File: src/rtl/if_stage.sv
// Instruction-fetch stage with IF/ID pipeline register.
// Holds the PC, addresses the zero-latency instruction ROM and captures the
// fetched word with its pc and pc+4 for the decode stage.
//
// Control semantics: redirect has priority over stall. A redirect loads the
// word-aligned target and flushes IF/ID to a bubble (id_valid=0). A stall
// (without redirect) freezes pc, IF/ID and fetch_cnt. Otherwise one
// instruction is accepted per edge: id_valid=1 marks a real fetched word,
// and fetch_cnt counts exactly those acceptances.
module if_stage #(
    parameter logic [31:0] RESET_PC = 32'h0000_0000,
    parameter logic [31:0] NOP_INST = 32'h0000_0013
) (
    input  logic        clk,
    input  logic        rst_n,
    input  logic        stall,
    input  logic        redirect,
    input  logic [31:0] redirect_pc,
    output logic [31:0] irom_addr,
    input  logic [31:0] irom_inst,
    output logic [31:0] id_inst,
    output logic [31:0] id_pc,
    output logic [31:0] id_pc4,
    output logic        id_valid,
    output logic [31:0] fetch_cnt
);

    logic [31:0] pc;
    logic [31:0] pc_plus4;
    logic [31:0] pc_next;
    logic        accept;

    // Sequential PC increment wraps modulo 2^32 by construction.
    assign pc_plus4  = pc + 32'd4;
    assign irom_addr = pc;
    // A fetched word enters IF/ID only when neither flushed nor stalled.
    assign accept    = !redirect && !stall;

    // Next-PC mux: redirect target (forced aligned) > hold on stall > pc+4.
    always_comb begin
        pc_next = pc_plus4;
        if (redirect) begin
            pc_next = {redirect_pc[31:2], 2'b00};
        end else if (stall) begin
            pc_next = pc;
        end
    end

    // PC register.
    always_ff @(posedge clk or negedge rst_n) begin
        if (!rst_n) begin
            pc <= RESET_PC;
        end else begin
            pc <= pc_next;
        end
    end

    // IF/ID register: flush to a bubble on redirect, hold on stall, else capture.
    always_ff @(posedge clk or negedge rst_n) begin
        if (!rst_n) begin
            id_inst  <= NOP_INST;
            id_pc    <= 32'd0;
            id_pc4   <= 32'd0;
            id_valid <= 1'b0;
        end else if (redirect) begin
            id_inst  <= NOP_INST;
            id_pc    <= 32'd0;
            id_pc4   <= 32'd0;
            id_valid <= 1'b0;
        end else if (!stall) begin
            id_inst  <= irom_inst;
            id_pc    <= pc;
            id_pc4   <= pc_plus4;
            id_valid <= 1'b1;
        end
    end

    // Debug counter of instructions accepted into IF/ID; wraps modulo 2^32.
    always_ff @(posedge clk or negedge rst_n) begin
        if (!rst_n) begin
            fetch_cnt <= 32'd0;
        end else if (accept) begin
            fetch_cnt <= fetch_cnt + 32'd1;
        end
    end

endmodule

File: config.mk
export PLATFORM = sky130hd
export DESIGN_NAME = if_stage
export DESIGN_NICKNAME = d
export VERILOG_FILES = /design/src/rtl/if_stage.sv
export SDC_FILE = /design/constraint.sdc
export NUM_CORES = 1
export LEC_CHECK = 0
export ABC_AREA = 1
export CAP_MARGIN = 0
export CORE_MARGIN = 2
export CORE_UTILIZATION = 25
export DETAILED_ROUTE_END_ITERATION = 8
export SYNTH_ARGS = -nofsm -noshare
export SYNTH_HDL_FRONTEND = slang
export SYNTH_SLANG_ARGS = --single-unit
File: constraint.sdc
create_clock -name clk -period 1.9 [get_ports clk]
set_clock_uncertainty 0.05 [all_clocks]
set_input_delay 0.475 -clock clk [delete_from_list [all_inputs] [get_ports clk]]
set_output_delay 0.475 -clock clk [all_outputs]
set_load 0.02 [all_outputs]
* Word-level counts from Yosys, hierarchy flattened *
Index checks and enable logic that the tools add are counted.

cells by class
  multiplexer cells = 9
  reductions and logical operators = 3
  add/sub/neg operators = 2
  eq/ne operators = 1

operator list
  kind                     number
  $mux W32                 7
  $add A32 B1 Y32 const B  1
  $add A32 B3 Y32 const B  1
  $logic_not A1 Y1         2
  $mux W1                  2
  $ne A2 B1 Y1 const B     1
  $logic_and A1 B1 Y1      1

word-level totals
  input port bits = 68
  output and inout bits = 161
  flip-flop bits (word level) = 161
  word-level logic and storage cells = 21

* Logic depth before layout (Yosys ltp) *
Gate-level depths: netlist of run 1.

  depth after elaboration = 3
  gate-level depth with buffers = 11
  mapped depth without buffers = 9

* Worst setup path before layout of run 1 *
OpenSTA, ideal clock, no wires.

  path type = register -> register
  start point = reg pc[3] (netlist: irom_addr[3])
  end point = reg id_pc4[26]
  slack = 0.255 ns
  clock period less this slack = 1.645 ns
  cell stages (with the launch flop) = 9
  data required time = 1.733 ns
  arrival = 1.478 ns
  path buffers = 0
  setup time = 0.117 ns
  path through = dfrtp_1 > ha_1 > nand2_1 > nor2_1 > nand2_2 > nor2_4 > nand3_1 > nand3_2 > nand2_1

on the way
  cells in the longest elaborated chain, start to end = 3

ends and longest elaborated chain
  item                    RTL line  text
  start, declared         28        logic [31:0] pc;
  start signal, assigned  54        pc <= pc_next;
  $add A32 B3 Y32         34        assign pc_plus4 = pc + 32'd4;
  $mux W32                70        end else if (!stall) begin
  $mux W32                65        end else if (redirect) begin
  end signal, assigned    73        id_pc4 <= pc_plus4;
  end, declared           23        output logic [31:0] id_pc4,

No other way between the ends. The select of a mux whose other input is x is not followed.
A chain may end at the register's enable or synchronous reset.

* Worst setup path after layout of run 1 *
  start point = reg pc[8] (netlist: irom_addr[8])
  end point = out irom_addr[8]

RTL lines
  item           RTL line  text
  end, declared  19        output logic [31:0] irom_addr,

No word-level cell between the ends.

==> run_summary.xml, run 1 <==
<?xml version="1.0" encoding="UTF-8"?>
<metrics>
  <group name="floorplan">
    <metric name="die_h" unit="µm">174</metric>
    <metric name="fp.coreArea" unit="µm²">28500</metric>
    <metric name="ios" unit="">229</metric>
    <metric name="core.rowCount" unit="">62</metric>
    <metric name="die-area" unit="µm²">30200</metric>
    <metric name="start_util" unit="%">25.3</metric>
    <metric name="horizontal_extent_of_the_die" unit="µm">174</metric>
  </group>
  <group name="synthesis">
    <metric name="sequential_area_share_after_synthesis" unit="%">54.2</metric>
    <metric name="synth-seq-cells" unit="">156</metric>
    <metric name="synth_enable_flop_cells" unit="">0</metric>
    <metric name="synth_ff_type" unit="">sky130_fd_sc_hd__dfrtp_1</metric>
    <metric name="synth_cell_type_count" unit="">32</metric>
    <metric name="syn-cell-area" unit="µm²">7210</metric>
    <metric name="syn_area_per_cell" unit="µm²">8.46</metric>
    <metric name="synth.yosys.warnings" unit="">0</metric>
    <metric name="share_of_async_settable_or_async_resettable_flops_after_synthesis" unit="%">100</metric>
    <metric name="postSynthCellCount" unit="">853</metric>
  </group>
  <group name="worst_setup_path">
    <metric name="critPathCaptureType" unit="">output pin</metric>
    <metric name="crit_cells" unit="">1</metric>
    <metric name="worst-endpoint-arrival" unit="ns">1.29</metric>
    <metric name="cp_cell_sequence" unit="">dlygate4sd2_1</metric>
    <metric name="cp_slowest_stage_delay" unit="ns">0.48</metric>
    <metric name="critical_path_peak_fanout" unit="">7</metric>
    <metric name="setup.reg_to_reg.worst_slack" unit="ns">0.16</metric>
    <metric name="cpLargestDelayFamily" unit="">flip-flops</metric>
    <metric name="r2r_start" unit="">irom_addr[8]</metric>
    <metric name="startpoint_type" unit="">flop</metric>
    <metric name="worstPathRequired" unit="ns">1.37</metric>
    <metric name="worstReg2RegEnd" unit="">id_pc4[23]</metric>
    <metric name="r2r.worst_path.cells" unit="">8</metric>
    <metric name="crit_buf_inv" unit="">1</metric>
    <metric name="criticalPathCategory" unit="">reg -&gt; out</metric>
    <metric name="critical-path-slowest-cell" unit="">sky130_fd_sc_hd__dfrtp_1</metric>
  </group>
  <group name="global_routing">
    <metric name="vias_in_the_first_global_route" unit="">6487</metric>
    <metric name="global_route_overflow" unit="">0</metric>
    <metric name="pin_count_of_the_biggest_net_entering_global_routing" unit="">45</metric>
    <metric name="grt_usage" unit="%">15.8</metric>
    <metric name="antenna_found_initial" unit="">1</metric>
    <metric name="wire_length_of_the_first_global_routing_pass" unit="µm">37000</metric>
  </group>
  <group name="pwr">
    <metric name="power_leakage" unit="µW">0.00549</metric>
    <metric name="cellInternalPower" unit="µW">6410</metric>
    <metric name="power_switching_share" unit="%">28.6</metric>
    <metric name="vdd_drop_max" unit="µV">460</metric>
    <metric name="combinationalPowerShare" unit="%">17.0</metric>
    <metric name="power.density" unit="nW/µm²">843</metric>
    <metric name="power.net_switching" unit="µW">2570</metric>
    <metric name="power.sequential.fraction" unit="%">42.4</metric>
    <metric name="proportion_of_power_drawn_by_the_clock_network" unit="%">40.6</metric>
  </group>
  <group name="worst_hold_path">
    <metric name="min_to" unit="">id_pc4[23]</metric>
    <metric name="worst_hold_path_class" unit="">reg -&gt; reg</metric>
    <metric name="min_delay_src" unit="">id_pc4[23]</metric>
    <metric name="number_of_cells_on_the_worst_hold_path" unit="">2</metric>
  </group>
  <group name="detailed_routing">
    <metric name="antenna_left" unit="">0</metric>
    <metric name="drt_pass1_iterations" unit="">4</metric>
    <metric name="vias" unit="">6570</metric>
    <metric name="detailedRoute.firstIterationViolations" unit="">439</metric>
    <metric name="routed_length_per_instance" unit="µm">15.6</metric>
    <metric name="vias_per_cell" unit="">4.37</metric>
    <metric name="drcViolationCount" unit="">0</metric>
    <metric name="drt-total-wl" unit="µm">23500</metric>
  </group>
  <group name="clock_tree">
    <metric name="cts_tree" unit="">yes</metric>
    <metric name="htree_num_levels" unit="">4</metric>
    <metric name="clock_tree.root_cell" unit="">sky130_fd_sc_hd__clkbuf_16</metric>
    <metric name="cts_inserted_buffers" unit="">17</metric>
    <metric name="clock-sinks" unit="">156</metric>
    <metric name="insertion_delay" unit="ns">0.42</metric>
    <metric name="post-cts-setup-buffer-count" unit="">0</metric>
    <metric name="ctsLongestPathBuffers" unit="">2</metric>
    <metric name="clkTransAtPathRegs" unit="ns">0.06</metric>
  </group>
  <group name="status">
    <metric name="status" unit="">completed</metric>
  </group>
  <group name="sta">
    <metric name="report.final.slew_viol_count" unit="">0</metric>
    <metric name="rsz0062_at_grt" unit="">false</metric>
    <metric name="final-setup-viol-count" unit="">0</metric>
    <metric name="final.min_clock_period" unit="ns">1.82</metric>
    <metric name="min_period_over_period" unit="%">95.5</metric>
    <metric name="timing_hold_violations_final" unit="">0</metric>
    <metric name="fin_ws" unit="ns">0.0849</metric>
    <metric name="max_clock_freq" unit="MHz">551</metric>
  </group>
  <group name="placement">
    <metric name="final_wtd_congestion" unit="">0.839</metric>
    <metric name="dpl.hpwl" unit="µm">17800</metric>
    <metric name="port-buffer-count" unit="">224</metric>
    <metric name="place_worst_setup_slack" unit="ns">-0.118</metric>
    <metric name="placed_cells" unit="">1472</metric>
  </group>
  <group name="final_layout">
    <metric name="multi_input_area" unit="µm²">2840</metric>
    <metric name="area_delta_synth_final" unit="%">47.6</metric>
    <metric name="nFillCells" unit="">3010</metric>
    <metric name="area.sequential" unit="µm²">3910</metric>
    <metric name="drive_above_1_share" unit="%">9.12</metric>
    <metric name="layout_nets" unit="">1178</metric>
    <metric name="layout.cells.non_filler" unit="">1504</metric>
  </group>
  <group name="job">
    <metric name="cap_viol_max_count" unit="">0</metric>
  </group>
</metrics>
## cell usage after synthesis, types with 5 or more instances
master | number | area [µm²]
sky130_fd_sc_hd__nor2_2 | 9 | 56.3
sky130_fd_sc_hd__xnor2_1 | 9 | 78.8
sky130_fd_sc_hd__clkbuf_1 | 10 | 37.5
sky130_fd_sc_hd__buf_2 | 15 | 75.1
sky130_fd_sc_hd__nand2_1 | 290 | 1090
sky130_fd_sc_hd__a22o_1 | 32 | 280
sky130_fd_sc_hd__nand4_1 | 9 | 56.3
sky130_fd_sc_hd__nor2_4 | 5 | 56.3
sky130_fd_sc_hd__nor2_1 | 67 | 251
sky130_fd_sc_hd__xor2_1 | 9 | 78.8
sky130_fd_sc_hd__nand3_1 | 68 | 340
sky130_fd_sc_hd__dfrtp_1 | 153 | 3830
sky130_fd_sc_hd__o21ai_0 | 53 | 265
sky130_fd_sc_hd__buf_4 | 5 | 37.5
sky130_fd_sc_hd__o211ai_1 | 5 | 37.5
sky130_fd_sc_hd__inv_1 | 83 | 312
## cells by family after synthesis
group           share of synthesized area (%)
simple gates                             27.8
buf+inv                                  6.82
fa+ha+maj                               0.347
flops                                    54.2
other cells                            0.0520
xor+xnor                                 2.19
compound gates                           8.66
## how the worst max path moves through the flow
stage	startpoint	end	slack [ns]
2_1_floorplan	irom_addr[3]	id_pc4[26]	0.25
3_3_place_gp	redirect	id_inst[19]	-0.10
3_5_place_dp	redirect	id_inst[20]	-0.12
4_1_cts	irom_addr[8]	irom_addr[8]	0.06
5_1_grt	irom_addr[2]	irom_addr[14]	0.006
6_report	irom_addr[8]	irom_addr[8]	0.08
## metal layers
metal / routed length, µm / share of wire (%) / GRT usage, %
met5: 0 / 0 / 0
met4: 428 / 1.8 / 5.29
met3: 1240 / 5.3 / 3.53
met2: 11100 / 47 / 25.2
met1: 10800 / 46 / 21.3
## registers in the layout, summed over array words and instances (netlist names)
| register | flops |
|---|---|
| id_inst | 32 |
| id_pc4 | 30 |
| id_pc | 31 |
| id_valid | 1 |
| fetch_cnt | 32 |
| irom_addr | 30 |
## worst register-to-register path, stage by stage (launching register included)
cell and delay, ns:
sky130_fd_sc_hd__dfrtp_1 0.48, sky130_fd_sc_hd__nand2_1 0.11, sky130_fd_sc_hd__buf_4 0.15, sky130_fd_sc_hd__nor2_1 0.11
sky130_fd_sc_hd__nand2_1 0.08, sky130_fd_sc_hd__nor2_2 0.29, sky130_fd_sc_hd__nand3_1 0.13, sky130_fd_sc_hd__nand3_1 0.15
sky130_fd_sc_hd__nand2_1 0.07
## power by group through the flow
stage / registers (µW) / logic [µW] / clock network, µW
6_report: 3800 / 1520 / 3650
5_1_grt: 3840 / 1670 / 3900
4_1_cts: 3810 / 1550 / 3760
2_1_floorplan: 4120 / 452 / 0
3_3_place_gp: 3870 / 1700 / 0
3_5_place_dp: 3870 / 1720 / 0
## per-stage QoR
step           util, %  hold slack [ns]  cell area (µm²)  TNS (ns)  power [µW]
6_report          37.3            0.428            10700         0        8970
2_1_floorplan        -            0.129             7220         0        4580
5_1_grt           37.3            0.444            10700         0        9410
3_5_place_dp      35.8            0.351            10200     -6.65        5590
4_1_cts           37.3            0.429            10600         0        9120
3_3_place_gp      35.8            0.346            10200     -5.26        5570
## placed cells by master (no fill, tap or decap), drive strengths merged, types with 2 or more instances in the layout
master / count
bufinv: 4
nor2: 83
xor2: 9
clkbuf: 20
dlygate4sd2: 159
a22o: 32
o22a: 3
buf: 43
o21ai: 53
dfstp: 3
a21oi: 3
o211ai: 5
dfrtp: 153
nand3b: 3
clkinv: 3
conb: 2
ha: 2
nand2: 293
clkdlybuf4s50: 64
xnor2: 9
nand4: 9
inv: 87
nand3: 72
## area by class of cell
cell class | count | share of cell area [%]
well taps | 384 | 4.51
clock inverters | 10 | 1.54
repair buffers | 267 | 23.4
clock buffers | 20 | 4.19
flip-flops and latches | 156 | 36.7
multi-input cells | 581 | 26.6
diodes | 1 | 0.0235
inverters | 85 | 3.00
## timing repair
action	CTS	global route
endpoints found under the hold margin	27	0
hold buffers	1	0
resized for setup	159	3
setup endpoints to repair	159	15
Power figures use the tool's default switching activity.
==> run 2: changes to the inputs <==
PLACE_DENSITY = 0.48   (was unset)
==> run 2 against run 1 <==
Compared with the run above:
- fmax shrank 0.64%
- sequential cell count stayed put
- via count fell by 0.11%
- sequential share of layout area decreased by 0.18 points
- clock power shrank 6.6%
- register-to-register slack about the same
- critical path depth stayed put
- highest routed layer unchanged
==> run_summary.xml, run 2 (synthesis gave the netlist of run 1 again) <==
<?xml version="1.0" encoding="UTF-8"?>
<metrics>
  <group name="worst_setup_path">
    <metric name="worstPathRequired" unit="ns">1.37</metric>
    <metric name="critical-path-slowest-cell" unit="">sky130_fd_sc_hd__dfstp_2</metric>
    <metric name="worst-endpoint-arrival" unit="ns">1.30</metric>
    <metric name="critical_path_peak_fanout" unit="">2</metric>
    <metric name="cp_cell_sequence" unit="">dlygate4sd2_1</metric>
    <metric name="critPathCaptureType" unit="">output pin</metric>
    <metric name="crit_buf_inv" unit="">1</metric>
    <metric name="criticalPathCategory" unit="">reg -&gt; out</metric>
    <metric name="startpoint_type" unit="">flop</metric>
    <metric name="cp_slowest_stage_delay" unit="ns">0.54</metric>
    <metric name="cpLargestDelayFamily" unit="">flip-flops</metric>
  </group>
  <group name="job">
    <metric name="cap_viol_max_count" unit="">0</metric>
  </group>
  <group name="final_layout">
    <metric name="layout_commonest_cell" unit="">sky130_fd_sc_hd__nand2_1</metric>
    <metric name="finalCoreUtilization" unit="%">37.5</metric>
    <metric name="drive_above_1_share" unit="%">10.3</metric>
    <metric name="insertedDiodeCount" unit="">0</metric>
    <metric name="layout.cells.non_filler" unit="">1513</metric>
    <metric name="most-common-layout-cells" unit="">290 x sky130_fd_sc_hd__nand2_1, 159 x sky130_fd_sc_hd__dlygate4sd2_1, 153 x sky130_fd_sc_hd__dfrtp_1, 83 x sky130_fd_sc_hd__inv_1, 68 x sky130_fd_sc_hd__nand3_1</metric>
    <metric name="largest_registers" unit="">fetch_cnt (32), id_inst (32), id_pc (31)</metric>
    <metric name="layout_nets" unit="">1186</metric>
    <metric name="area_delta_synth_final" unit="%">48.4</metric>
  </group>
  <group name="pwr">
    <metric name="power.density" unit="nW/µm²">819</metric>
    <metric name="vdd_drop_max" unit="µV">464</metric>
    <metric name="power_leakage" unit="µW">0.00550</metric>
  </group>
  <group name="clock_tree">
    <metric name="clock-sinks" unit="">156</metric>
    <metric name="clkTransAtPathRegs" unit="ns">0.07</metric>
    <metric name="post-cts-setup-buffer-count" unit="">0</metric>
    <metric name="clock_tree.root_cell" unit="">sky130_fd_sc_hd__clkbuf_16</metric>
    <metric name="ctsLongestPathBuffers" unit="">2</metric>
    <metric name="insertion_delay" unit="ns">0.43</metric>
    <metric name="htree_num_levels" unit="">4</metric>
    <metric name="cts_tree" unit="">yes</metric>
    <metric name="cts_inserted_buffers" unit="">17</metric>
  </group>
  <group name="sta">
    <metric name="timing.setup.tns" unit="ns">0</metric>
    <metric name="final.min_clock_period" unit="ns">1.83</metric>
    <metric name="rsz0062_at_grt" unit="">true</metric>
    <metric name="min_period_over_period" unit="%">96.1</metric>
    <metric name="final-setup-viol-count" unit="">0</metric>
    <metric name="report.final.slew_viol_count" unit="">0</metric>
    <metric name="hold_ws" unit="ns">0.403</metric>
    <metric name="timing_hold_violations_final" unit="">0</metric>
    <metric name="max_clock_freq" unit="MHz">547</metric>
  </group>
  <group name="placement">
    <metric name="placed_cells" unit="">1480</metric>
    <metric name="port-buffer-count" unit="">224</metric>
    <metric name="dpl.hpwl" unit="µm">18100</metric>
    <metric name="final_wtd_congestion" unit="">0.804</metric>
  </group>
  <group name="detailed_routing">
    <metric name="drt_pass1_iterations" unit="">4</metric>
    <metric name="vias_per_cell" unit="">4.34</metric>
    <metric name="antenna_left" unit="">0</metric>
    <metric name="detailedRoute.firstIterationViolations" unit="">352</metric>
    <metric name="drcViolationCount" unit="">0</metric>
    <metric name="drt-total-wl" unit="µm">24300</metric>
    <metric name="routed_length_per_instance" unit="µm">16.1</metric>
    <metric name="vias" unit="">6563</metric>
  </group>
  <group name="global_routing">
    <metric name="groute.layer.met2.usage" unit="%">26.6</metric>
    <metric name="met3_track_demand_over_resource_in_global_routing" unit="%">2.74</metric>
    <metric name="gr-usage-met1" unit="%">22.9</metric>
    <metric name="wire_length_of_the_first_global_routing_pass" unit="µm">38900</metric>
    <metric name="grt_usage" unit="%">16.6</metric>
    <metric name="global_route.peak_usage_layer" unit="">met2</metric>
    <metric name="antenna_found_initial" unit="">0</metric>
    <metric name="vias_in_the_first_global_route" unit="">6861</metric>
    <metric name="global_route_overflow" unit="">0</metric>
    <metric name="pin_count_of_the_biggest_net_entering_global_routing" unit="">47</metric>
  </group>
  <group name="floorplan">
    <metric name="core.rowCount" unit="">62</metric>
    <metric name="fp.coreArea" unit="µm²">28500</metric>
    <metric name="die_h" unit="µm">174</metric>
    <metric name="ios" unit="">229</metric>
    <metric name="horizontal_extent_of_the_die" unit="µm">174</metric>
    <metric name="die-area" unit="µm²">30200</metric>
    <metric name="start_util" unit="%">25.3</metric>
  </group>
  <group name="worst_hold_path">
    <metric name="worst_hold_path_class" unit="">in -&gt; reg</metric>
  </group>
  <group name="status">
    <metric name="status" unit="">completed</metric>
  </group>
</metrics>
==> run 2: cell count changes in the layout (fill, tap and decap cells not counted), sizes merged, moves of 2 or more <==
cell | previous run | this run
buf | 43 | 52
clkinvlp | 1 | 5
clkinv | 3 | 1
inv | 87 | 91
bufinv | 4 | 1
==> run 2: final cells by class <==
class	instances	area [µm²]
well taps	384	480
flip-flops and latches	156	3910
repair buffers	275	2570
inverters	85	319
clock buffers	19	443
multi-input cells	581	2850
fillers	3042	17800
clock inverters	13	131
==> run 2: through the flow <==
step	setup WS (ns)	power (µW)	area (µm²)
after global routing	-0.00428	9170	10700
after detailed placement	-0.205	5610	10300
final	0.0732	8760	10700
after global placement	-0.181	5610	10300
after CTS	0.0509	8890	10700
after floorplan	0.255	4580	7220
==> run 2: worst paths after layout <==
| check | from | endpoint | slack [ns] | depth (start not counted) |
|---|---|---|---|---|
| worst max-delay path | id_inst[1] | id_inst[1] | 0.07 | 1 |
| worst min-delay path | redirect | id_valid | 0.40 | 3 |
| worst max register to register | irom_addr[8] | irom_addr[14] | 0.16 | 7 |
| worst min register to register | id_pc4[11] | id_pc4[11] | 0.43 | 2 |
| max in group asynchronous | rst_n | id_inst[0] | 0.65 | 3 |
| min in group asynchronous | rst_n | id_pc4[24] | 0.49 | 2 |
==> run 2: worst min-delay path: stages <==
cell,delay (ns)
sky130_fd_sc_hd__buf_2,0.12
sky130_fd_sc_hd__buf_4,0.19
sky130_fd_sc_hd__nor2_1,0.06
==> run 2: report_power, final <==
part / internal (µW) / switching, µW
Sequential: 3560 / 243
Combinational: 625 / 918
Clock: 1870 / 1540
==> run 2: routing by layer <==
metal | share of wire [%] | vias to the layer above
met5 | 0 | -
met4 | 1.2 | 0
met3 | 5.1 | 16
met2 | 46 | 152
met1 | 47 | 3138
li1 | - | 3257
==> run 2: timing repair <==
| action | in CTS | in global routing |
|---|---|---|
| gates resized for setup | 159 | 6 |
| endpoints found under the hold margin | 33 | 0 |
| setup endpoints to repair | 159 | 15 |
| hold buffers | 1 | 0 |
